--- config.mk ---
export PLATFORM = sky130hd
export DESIGN_NAME = iterative_divider_core
export DESIGN_NICKNAME = d
export VERILOG_FILES = /design/src/rtl/div_pkg.sv /design/src/rtl/div_step.sv /design/src/rtl/iterative_divider_core.sv
export SDC_FILE = /design/constraint.sdc
export NUM_CORES = 1
export LEC_CHECK = 0
export CAP_MARGIN = 20
export CORE_MARGIN = 2
export CORE_UTILIZATION = 30
export CTS_CLUSTER_DIAMETER = 50
export DETAILED_ROUTE_END_ITERATION = 10
export SLEW_MARGIN = 20
export SYNTH_ARGS = -nofsm -noshare
export SYNTH_HDL_FRONTEND = slang
export SYNTH_SLANG_ARGS = --single-unit
export TNS_END_PERCENT = 5
--- constraint.sdc ---
create_clock -name i_clk -period 4 [get_ports i_clk]
set_input_delay 0.8 -clock i_clk [delete_from_list [all_inputs] [get_ports i_clk]]
set_output_delay 0.8 -clock i_clk [all_outputs]
set_load 0.02 [all_outputs]
--- src/rtl/div_pkg.sv ---
// Shared types and constants for the iterative restoring divider.
// DIVIDER_SIGNED_EN (see iterative_divider_core) adds two's-complement support.
package div_pkg;

  typedef enum logic [1:0] {
    IDLE = 2'd0,
    BUSY = 2'd1,
    DONE = 2'd2
  } div_state_t;

  localparam int DIV_WIDTH_DEFAULT = 32;

  // Iteration counter must hold the value WIDTH itself.
  function automatic int cnt_width(input int w);
    return $clog2(w + 1);
  endfunction

endpackage

--- src/rtl/div_step.sv ---
// One restoring-division iteration: shift {rem, quot} left, trial-subtract the
// divisor from the widened remainder and keep the result only when non-negative.
module div_step
  import div_pkg::*;
#(
  parameter int WIDTH = DIV_WIDTH_DEFAULT
) (
  input  logic [WIDTH-1:0] i_rem,
  input  logic [WIDTH-1:0] i_quot,
  input  logic [WIDTH-1:0] i_divisor,
  output logic [WIDTH-1:0] o_rem,
  output logic [WIDTH-1:0] o_quot
);

  logic [WIDTH:0]   w_shift;
  logic [WIDTH+1:0] w_trial;
  logic             w_negative;

  assign w_shift = {i_rem, i_quot[WIDTH-1]};
  assign w_trial = {1'b0, w_shift} - {2'b00, i_divisor};
  // A kept trial is always below the divisor, so bit WIDTH set also means "does not fit".
  assign w_negative = w_trial[WIDTH+1] | w_trial[WIDTH];

  always_comb begin
    o_rem  = w_shift[WIDTH-1:0];
    o_quot = {i_quot[WIDTH-2:0], 1'b0};
    if (!w_negative) begin
      o_rem  = w_trial[WIDTH-1:0];
      o_quot = {i_quot[WIDTH-2:0], 1'b1};
    end
  end

endmodule

--- src/rtl/iterative_divider_core.sv ---
// Sequential restoring divider, one quotient bit per clock, start/done handshake.
// Define DIVIDER_SIGNED_EN to add the i_signed port and two's-complement division.
module iterative_divider_core
  import div_pkg::*;
#(
  parameter int WIDTH = DIV_WIDTH_DEFAULT
) (
  input  logic             i_clk,
  input  logic             i_rst_n,
  input  logic             i_start,
`ifdef DIVIDER_SIGNED_EN
  input  logic             i_signed,
`endif
  input  logic [WIDTH-1:0] i_dividend,
  input  logic [WIDTH-1:0] i_divisor,
  output logic [WIDTH-1:0] result,
  output logic [WIDTH-1:0] o_remainder,
  output logic             o_busy,
  output logic             o_done,
  output logic             o_div_by_zero
);

  localparam int CNT_W = cnt_width(WIDTH);

  div_state_t       r_state;
  logic [WIDTH-1:0] r_rem;
  logic [WIDTH-1:0] r_quot;
  logic [WIDTH-1:0] r_divisor;
  logic [CNT_W-1:0] r_count;
  logic [WIDTH-1:0] r_result;
  logic [WIDTH-1:0] r_remOut;
  logic             r_busy;
  logic             r_done;
  logic             r_divByZero;

  logic [WIDTH-1:0] w_nextRem;
  logic [WIDTH-1:0] w_nextQuot;
  logic [WIDTH-1:0] w_dendMag;
  logic [WIDTH-1:0] w_divMag;
  logic [WIDTH-1:0] w_finalQuot;
  logic [WIDTH-1:0] w_finalRem;

`ifdef DIVIDER_SIGNED_EN
  logic r_negQuot;
  logic r_negRem;
  logic w_dendNeg;
  logic w_divNeg;

  assign w_dendNeg   = i_signed & i_dividend[WIDTH-1];
  assign w_divNeg    = i_signed & i_divisor[WIDTH-1];
  assign w_dendMag   = w_dendNeg ? (~i_dividend + 1'b1) : i_dividend;
  assign w_divMag    = w_divNeg  ? (~i_divisor  + 1'b1) : i_divisor;
  // Most-negative / -1 wraps back to most-negative here with a zero remainder.
  assign w_finalQuot = r_negQuot ? (~r_quot + 1'b1) : r_quot;
  assign w_finalRem  = r_negRem  ? (~r_rem  + 1'b1) : r_rem;
`else
  assign w_dendMag   = i_dividend;
  assign w_divMag    = i_divisor;
  assign w_finalQuot = r_quot;
  assign w_finalRem  = r_rem;
`endif

  div_step #(.WIDTH(WIDTH)) u_step (
    .i_rem     (r_rem),
    .i_quot    (r_quot),
    .i_divisor (r_divisor),
    .o_rem     (w_nextRem),
    .o_quot    (w_nextQuot)
  );

  always_ff @(posedge i_clk or negedge i_rst_n) begin
    if (!i_rst_n) begin
      r_state     <= IDLE;
      r_rem       <= '0;
      r_quot      <= '0;
      r_divisor   <= '0;
      r_count     <= '0;
      r_result    <= '0;
      r_remOut    <= '0;
      r_busy      <= 1'b0;
      r_done      <= 1'b0;
      r_divByZero <= 1'b0;
`ifdef DIVIDER_SIGNED_EN
      r_negQuot   <= 1'b0;
      r_negRem    <= 1'b0;
`endif
    end else begin
      r_done <= 1'b0;
      unique case (r_state)
        IDLE: begin
          if (i_start) begin
            r_busy    <= 1'b1;
            r_divisor <= w_divMag;
            r_count   <= CNT_W'(WIDTH);
            if (i_divisor == '0) begin
              // Zero divisor skips iteration and reports the raw dividend.
              r_quot      <= '1;
              r_rem       <= i_dividend;
              r_divByZero <= 1'b1;
              r_state     <= DONE;
`ifdef DIVIDER_SIGNED_EN
              r_negQuot   <= 1'b0;
              r_negRem    <= 1'b0;
`endif
            end else begin
              r_quot      <= w_dendMag;
              r_rem       <= '0;
              r_divByZero <= 1'b0;
              r_state     <= BUSY;
`ifdef DIVIDER_SIGNED_EN
              r_negQuot   <= w_dendNeg ^ w_divNeg;
              r_negRem    <= w_dendNeg;
`endif
            end
          end
        end
        BUSY: begin
          r_rem   <= w_nextRem;
          r_quot  <= w_nextQuot;
          r_count <= r_count - 1'b1;
          if (r_count == CNT_W'(1)) begin
            r_state <= DONE;
          end
        end
        DONE: begin
          r_result <= w_finalQuot;
          r_remOut <= w_finalRem;
          r_done   <= 1'b1;
          r_busy   <= 1'b0;
          r_state  <= IDLE;
        end
        default: begin
          r_state <= IDLE;
        end
      endcase
    end
  end

  assign result        = r_result;
  assign o_remainder   = r_remOut;
  assign o_busy        = r_busy;
  assign o_done        = r_done;
  assign o_div_by_zero = r_divByZero;

endmodule

Word level (Yosys, flattened, before mapping)
Index checks and enable logic that the tools add are counted.
Operators by class
  bitwise gates (word level): 1
  reductions and logical operators: 8
  equal/unequal tests: 5
  add/subtract/negate cells: 2
  muxes and demuxes: 18
Operators with widths (number)
  32-bit two-way mux: 5
  32-bit one-hot mux with 2 select lines: 2
  33-bit by 32-bit subtractor with 34-bit output: 1
  32-bit logical NOT: 1
  6-bit one-hot mux with 2 select lines: 1
  2-bit AND reduction: 4
  6-bit by 1-bit equality test with 1-bit output, second input constant: 1
  2-bit two-way mux: 3
  6-bit two-way mux: 1
  6-bit by 1-bit subtractor with 6-bit output, second input constant: 1
  1-bit two-way mux: 4
  2-bit inequality test, second input constant: 2
  2-bit one-hot mux with 2 select lines: 1
  2-bit nonzero test: 2
  2-bit by 1-bit equality test with 1-bit output, second input constant: 1
  2-bit equality test, second input constant: 1
  2-bit logical NOT: 1
  1-bit one-hot mux with 2 select lines: 1
  1-bit OR: 1
Word-level totals
  word-level logic and storage cells: 44
  register bits: 171
  input bits: 67
  output and inout bits: 67

Depth between registers and ports, before layout
  word-level depth: 4
  mapped depth: 15
  gate-level depth less buffers: 13

By module
From an unflattened synthesis, not the netlist that was laid out.
Unflattened totals
  cell total of the unflattened synthesis: 1019
  area, all modules: 10017.1 µm²
Modules (own cells, without submodules)
  iterative_divider_core: instances 1, area each 7243.2 µm², cells an instance 645, sequential area each 4279.1 µm²
  div_step: instances 1, area each 2773.9 µm², cells an instance 374, sequential area each 0.0 µm²

Worst setup path before layout
No wires, ideal clock.
  path type: register to register
  start: register r_quot[31]
  end: register r_rem[19]
  period minus slack after synthesis: 3.168 ns
  arrival time: 3.042 ns
  setup slack: 0.832 ns
  library setup time: 0.126 ns
  stages on the path, launching flop included: 16
  path through: dfrtp_1 inv_1 ha_1 inv_1 fa_1 a211oi_2 nor3_1 o31ai_1 a21oi_1 o31ai_2 o31a_2 and2_0 clkbuf_2 nor2_2 buf_6 a311o_1
On the way
  longest elaborated chain between the ends: 4
Ends and longest elaborated chain
  start, declared: RTL line iterative_divider_core.sv:27  | logic [WIDTH-1:0] r_quot;
  start signal, assigned: RTL line iterative_divider_core.sv:106  | r_quot <= w_dendMag;
  start signal, assigned: RTL line iterative_divider_core.sv:119  | r_quot <= w_nextQuot;
  33-bit by 32-bit subtractor with 34-bit output *: RTL line div_step.sv:20  | assign w_trial = {1'b0, w_shift} - {2'b00, i_divisor};
  1-bit OR: RTL line div_step.sv:22  | assign w_negative = w_trial[WIDTH+1] | w_trial[WIDTH];
  32-bit two-way mux *: RTL line div_step.sv:27  | if (!w_negative) begin
  32-bit one-hot mux with 2 select lines *: RTL line iterative_divider_core.sv:89  | unique case (r_state)
  end signal, assigned: RTL line iterative_divider_core.sv:98  | r_rem <= i_dividend;
  end signal, assigned: RTL line iterative_divider_core.sv:118  | r_rem <= w_nextRem;
  end, declared: RTL line iterative_divider_core.sv:26  | logic [WIDTH-1:0] r_rem;
Mark *: on every way between the ends. The rest lies on a longest branch, timed or not.
A chain may end at the register's enable or synchronous reset.

Final worst setup path
  start: register r_quot[31]
  end: register r_rem[15]
The elaborated chain is that of the path after synthesis.

==> results.txt <==
Status -> completed
Vias -> 7401
Yosys cell types -> 62
# diodes -> 0
Register area -> 4280 um2
Clock Tree Buf Depth -> 2
Ys flop type -> dfrtp_1
Layout Cells excl Fill -> 1419
Post-synth EDFFs -> 0
Worst-Margin Slew -> 933 ps
Yosys top cell by area -> dfrtp_1
Synthesis-to-layout area growth -> 26.4%
Die area -> 31700 um2
Setup TNS -> 0 ps
Clock power share -> 16.1%
Worst-skew pair later-pin latency -> 430 ps
Port-buffer cells -> 133
Die X -> 178 um
Synth Register Bits -> 171
Pins Over Slew Limit -> 0
Static Leak -> 5.01 nW
Initial DRC count -> 615
All-Layer GR Usage -> 17.2%
Register area share after synthesis -> 47.0%
# nets final -> 1118
Filler cells -> 2923
Max_cap viols -> 0
Slew headroom -> 37.7%
Worst-path clk slew -> 70 ps
Final setup viols -> 0
Net Switching -> 4.53 mW
Power per cell area -> 914 nW/um2
Hold Path Class -> primary input to asynchronous set/reset pin
Logic pwr share -> 54.4%
Crit path depth -> 13
Final worst path period need -> 3640 ps
Syn nets -> 1006
Core ar. -> 29700 um2
R2r startpoint -> r_quot[31]
CP top delay family -> compound AO/OA/AOI/OAI gates
GRT overflow -> 0
Post-synth top cells -> dfrtp_1 (171), nand2_1 (108), mux2_2 (64)
Fin crit share -> 91.1%
Worst Setup End Kind -> flip-flop
Initial antenna violation count -> 0
CP Launch Type -> flip-flop
Post-Route WL -> 26800 um
Post-cts hold buffer count -> 0
WP buf/inv -> 2
Die H -> 178 um
Sequential Power Share -> 29.5%
Post-Syn Instances -> 904
Most common cell in the netlist -> dfrtp_1
Power Internal -> 5.97 mW
Design area -> 11500 um2
Share of the synthesized area in the top cell type -> 47.0%
Root buffer cell -> clkbuf_16
Share of cells above drive strength 1 -> 12.6%
Slowest CP cell -> nor2_2
Router iterations before antenna repair -> 7
Post-CTS resize count -> 0
Syn avg cell area -> 10.1 um2
Vias in the first global route -> 7289
Rows -> 63
Synth area leaders -> dfrtp_1 (47%), mux2_2 (7.9%), ha_1 (4.7%), nand2_1 (4.5%), o21ai_0 (3.1%)
Crit path cell chain -> inv_1, ha_1, inv_1, fa_1, a211oi_2, nor3_1, o31ai_1, a21oi_1, o31ai_2, o31a_2, a211oi_4, nor2_2, a311o_1
Top cell by count, worst path -> inv_1
Gpl congestion -> 0.935
Placed Instance Area -> 10900 um2
Pre-CTS setup slack -> 369 ps
Post-synth ARST share -> 100%
Crit path kind -> flip-flop to flip-flop
Placed cells -> 1387
Final Hold Viols -> 0
Worst reg-to-reg path cell count -> 13
H-tree levels -> 4
DRC viols -> 0
Post-DP HPWL -> 19500 um
# IOs -> 134
Crit Reg-Reg Endpoint -> r_rem[15]
Worst path required time -> 4360 ps
Setup ws final -> 356 ps
RSZ-0062 raised after global routing -> false
Post-synthesis cell area -> 9100 um2
Initial Util -> 30.6%
Ys Warns -> 0
Crit-path max FO -> 20
Largest net degree at the start of global routing -> 83
Post-route ant nets -> 0
Postcts setup bufs -> 0
VDD IR max -> 0.372 mV
Fmax -> 274 MHz
Post-Route Skew -> 8.22 ps
Slowest cell delay on critical path -> 740 ps
Worst R2R Setup Slack -> 360 ps
Post-detailed-route wirelength per cell -> 18.9 um
Area occupied by multi-input gates -> 4450 um2
Switching Fraction -> 43.1%
Via density -> 5.22
Hold WS -> 398 ps
CTS sink cnt -> 171
Critical path data arrival time -> 4010 ps
CTS tree -> yes
Global-route wire length before repair -> 42200 um
CTS buffer count -> 17
==> power groups by stage <==
stage / Clock (mW) / Combinational (mW) / Sequential (mW)
2_1_floorplan: 0 / 3.77 / 3.20
3_3_place_gp: 0 / 5.59 / 3.10
3_5_place_dp: 0 / 5.66 / 3.12
4_1_cts: 1.74 / 5.70 / 3.09
5_1_grt: 1.80 / 6.28 / 3.20
6_report: 1.70 / 5.71 / 3.10
==> layer usage <==
metal | GRT usage [%] | wire, um | up-vias
met1 | 25.5 | 13200 | 3616
met3 | 3.26 | 1410 | 24
met4 | 4.44 | 398 | 0
met2 | 25.7 | 11800 | 219
met5 | 0 | 0 | -
li1 | - | - | 3542
==> how the worst max path moves through the flow <==
stage / startpoint / end
6_report: r_quot[31] / r_rem[15]
5_1_grt: r_quot[31] / r_rem[24]
4_1_cts: r_quot[31] / r_rem[28]
3_5_place_dp: r_quot[31] / r_rem[28]
3_3_place_gp: r_quot[31] / r_rem[28]
2_1_floorplan: r_quot[31] / r_rem[19]
==> registers in the layout (all words and copies together) (netlist names), 2 cells and up <==
name / count
o_remainder: 32
r_divisor: 32
result: 32
r_rem: 32
r_state: 2
r_count: 6
r_quot: 32
==> cells in the final DEF (no fill, tap or decap), types with 11 or more instances in the layout <==
cell type / netlist / final
a22oi_1: 31 / 31
a21oi_1: 39 / 39
a21o_1: 13 / 13
a311o_1: 18 / 18
clkdlybuf4s50_1: 0 / 132
o21ai_0: 57 / 57
a22o_1: 19 / 19
xnor2_1: 12 / 12
nor2_1: 31 / 31
mux2_2: 64 / 64
nand3_1: 11 / 11
clkbuf_16: 0 / 17
a211oi_1: 20 / 20
o31ai_1: 27 / 27
inv_1: 40 / 40
nand2_1: 108 / 108
xor2_1: 18 / 18
dfrtp_1: 171 / 171
nor3_1: 29 / 28
o211ai_1: 21 / 21
ha_1: 34 / 34
buf_4: 1 / 15
==> through the flow <==
stage	power [mW]	util (%)
6_report	10.5	38.7
3_3_place_gp	8.69	36.7
2_1_floorplan	6.98	-
5_1_grt	11.3	38.7
3_5_place_dp	8.78	36.7
4_1_cts	10.5	38.7
==> logic make-up (layout without fill, tap and decap cells) <==
family,Yosys count,count (layout),synth area share [%]
flip-flops,171,171,47.0
XOR/XNOR,30,30,2.89
buffers and inverters,99,224,4.36
AND/OR/NAND/NOR,225,225,11.2
multiplexers,64,64,7.92
adder cells (fa/ha/maj),35,35,4.90
AO/OA/AOI/OAI,280,280,21.7
==> area by class of cell <==
type / count / area share, %
timing repair buffer: 152 / 13.3
clock buffer: 21 / 4.09
sequential: 171 / 37.2
multi-input combinational: 634 / 38.7
inverter: 40 / 1.31
tap: 390 / 4.24
clock inverter: 11 / 1.16
(Power assumes the default switching activity.)
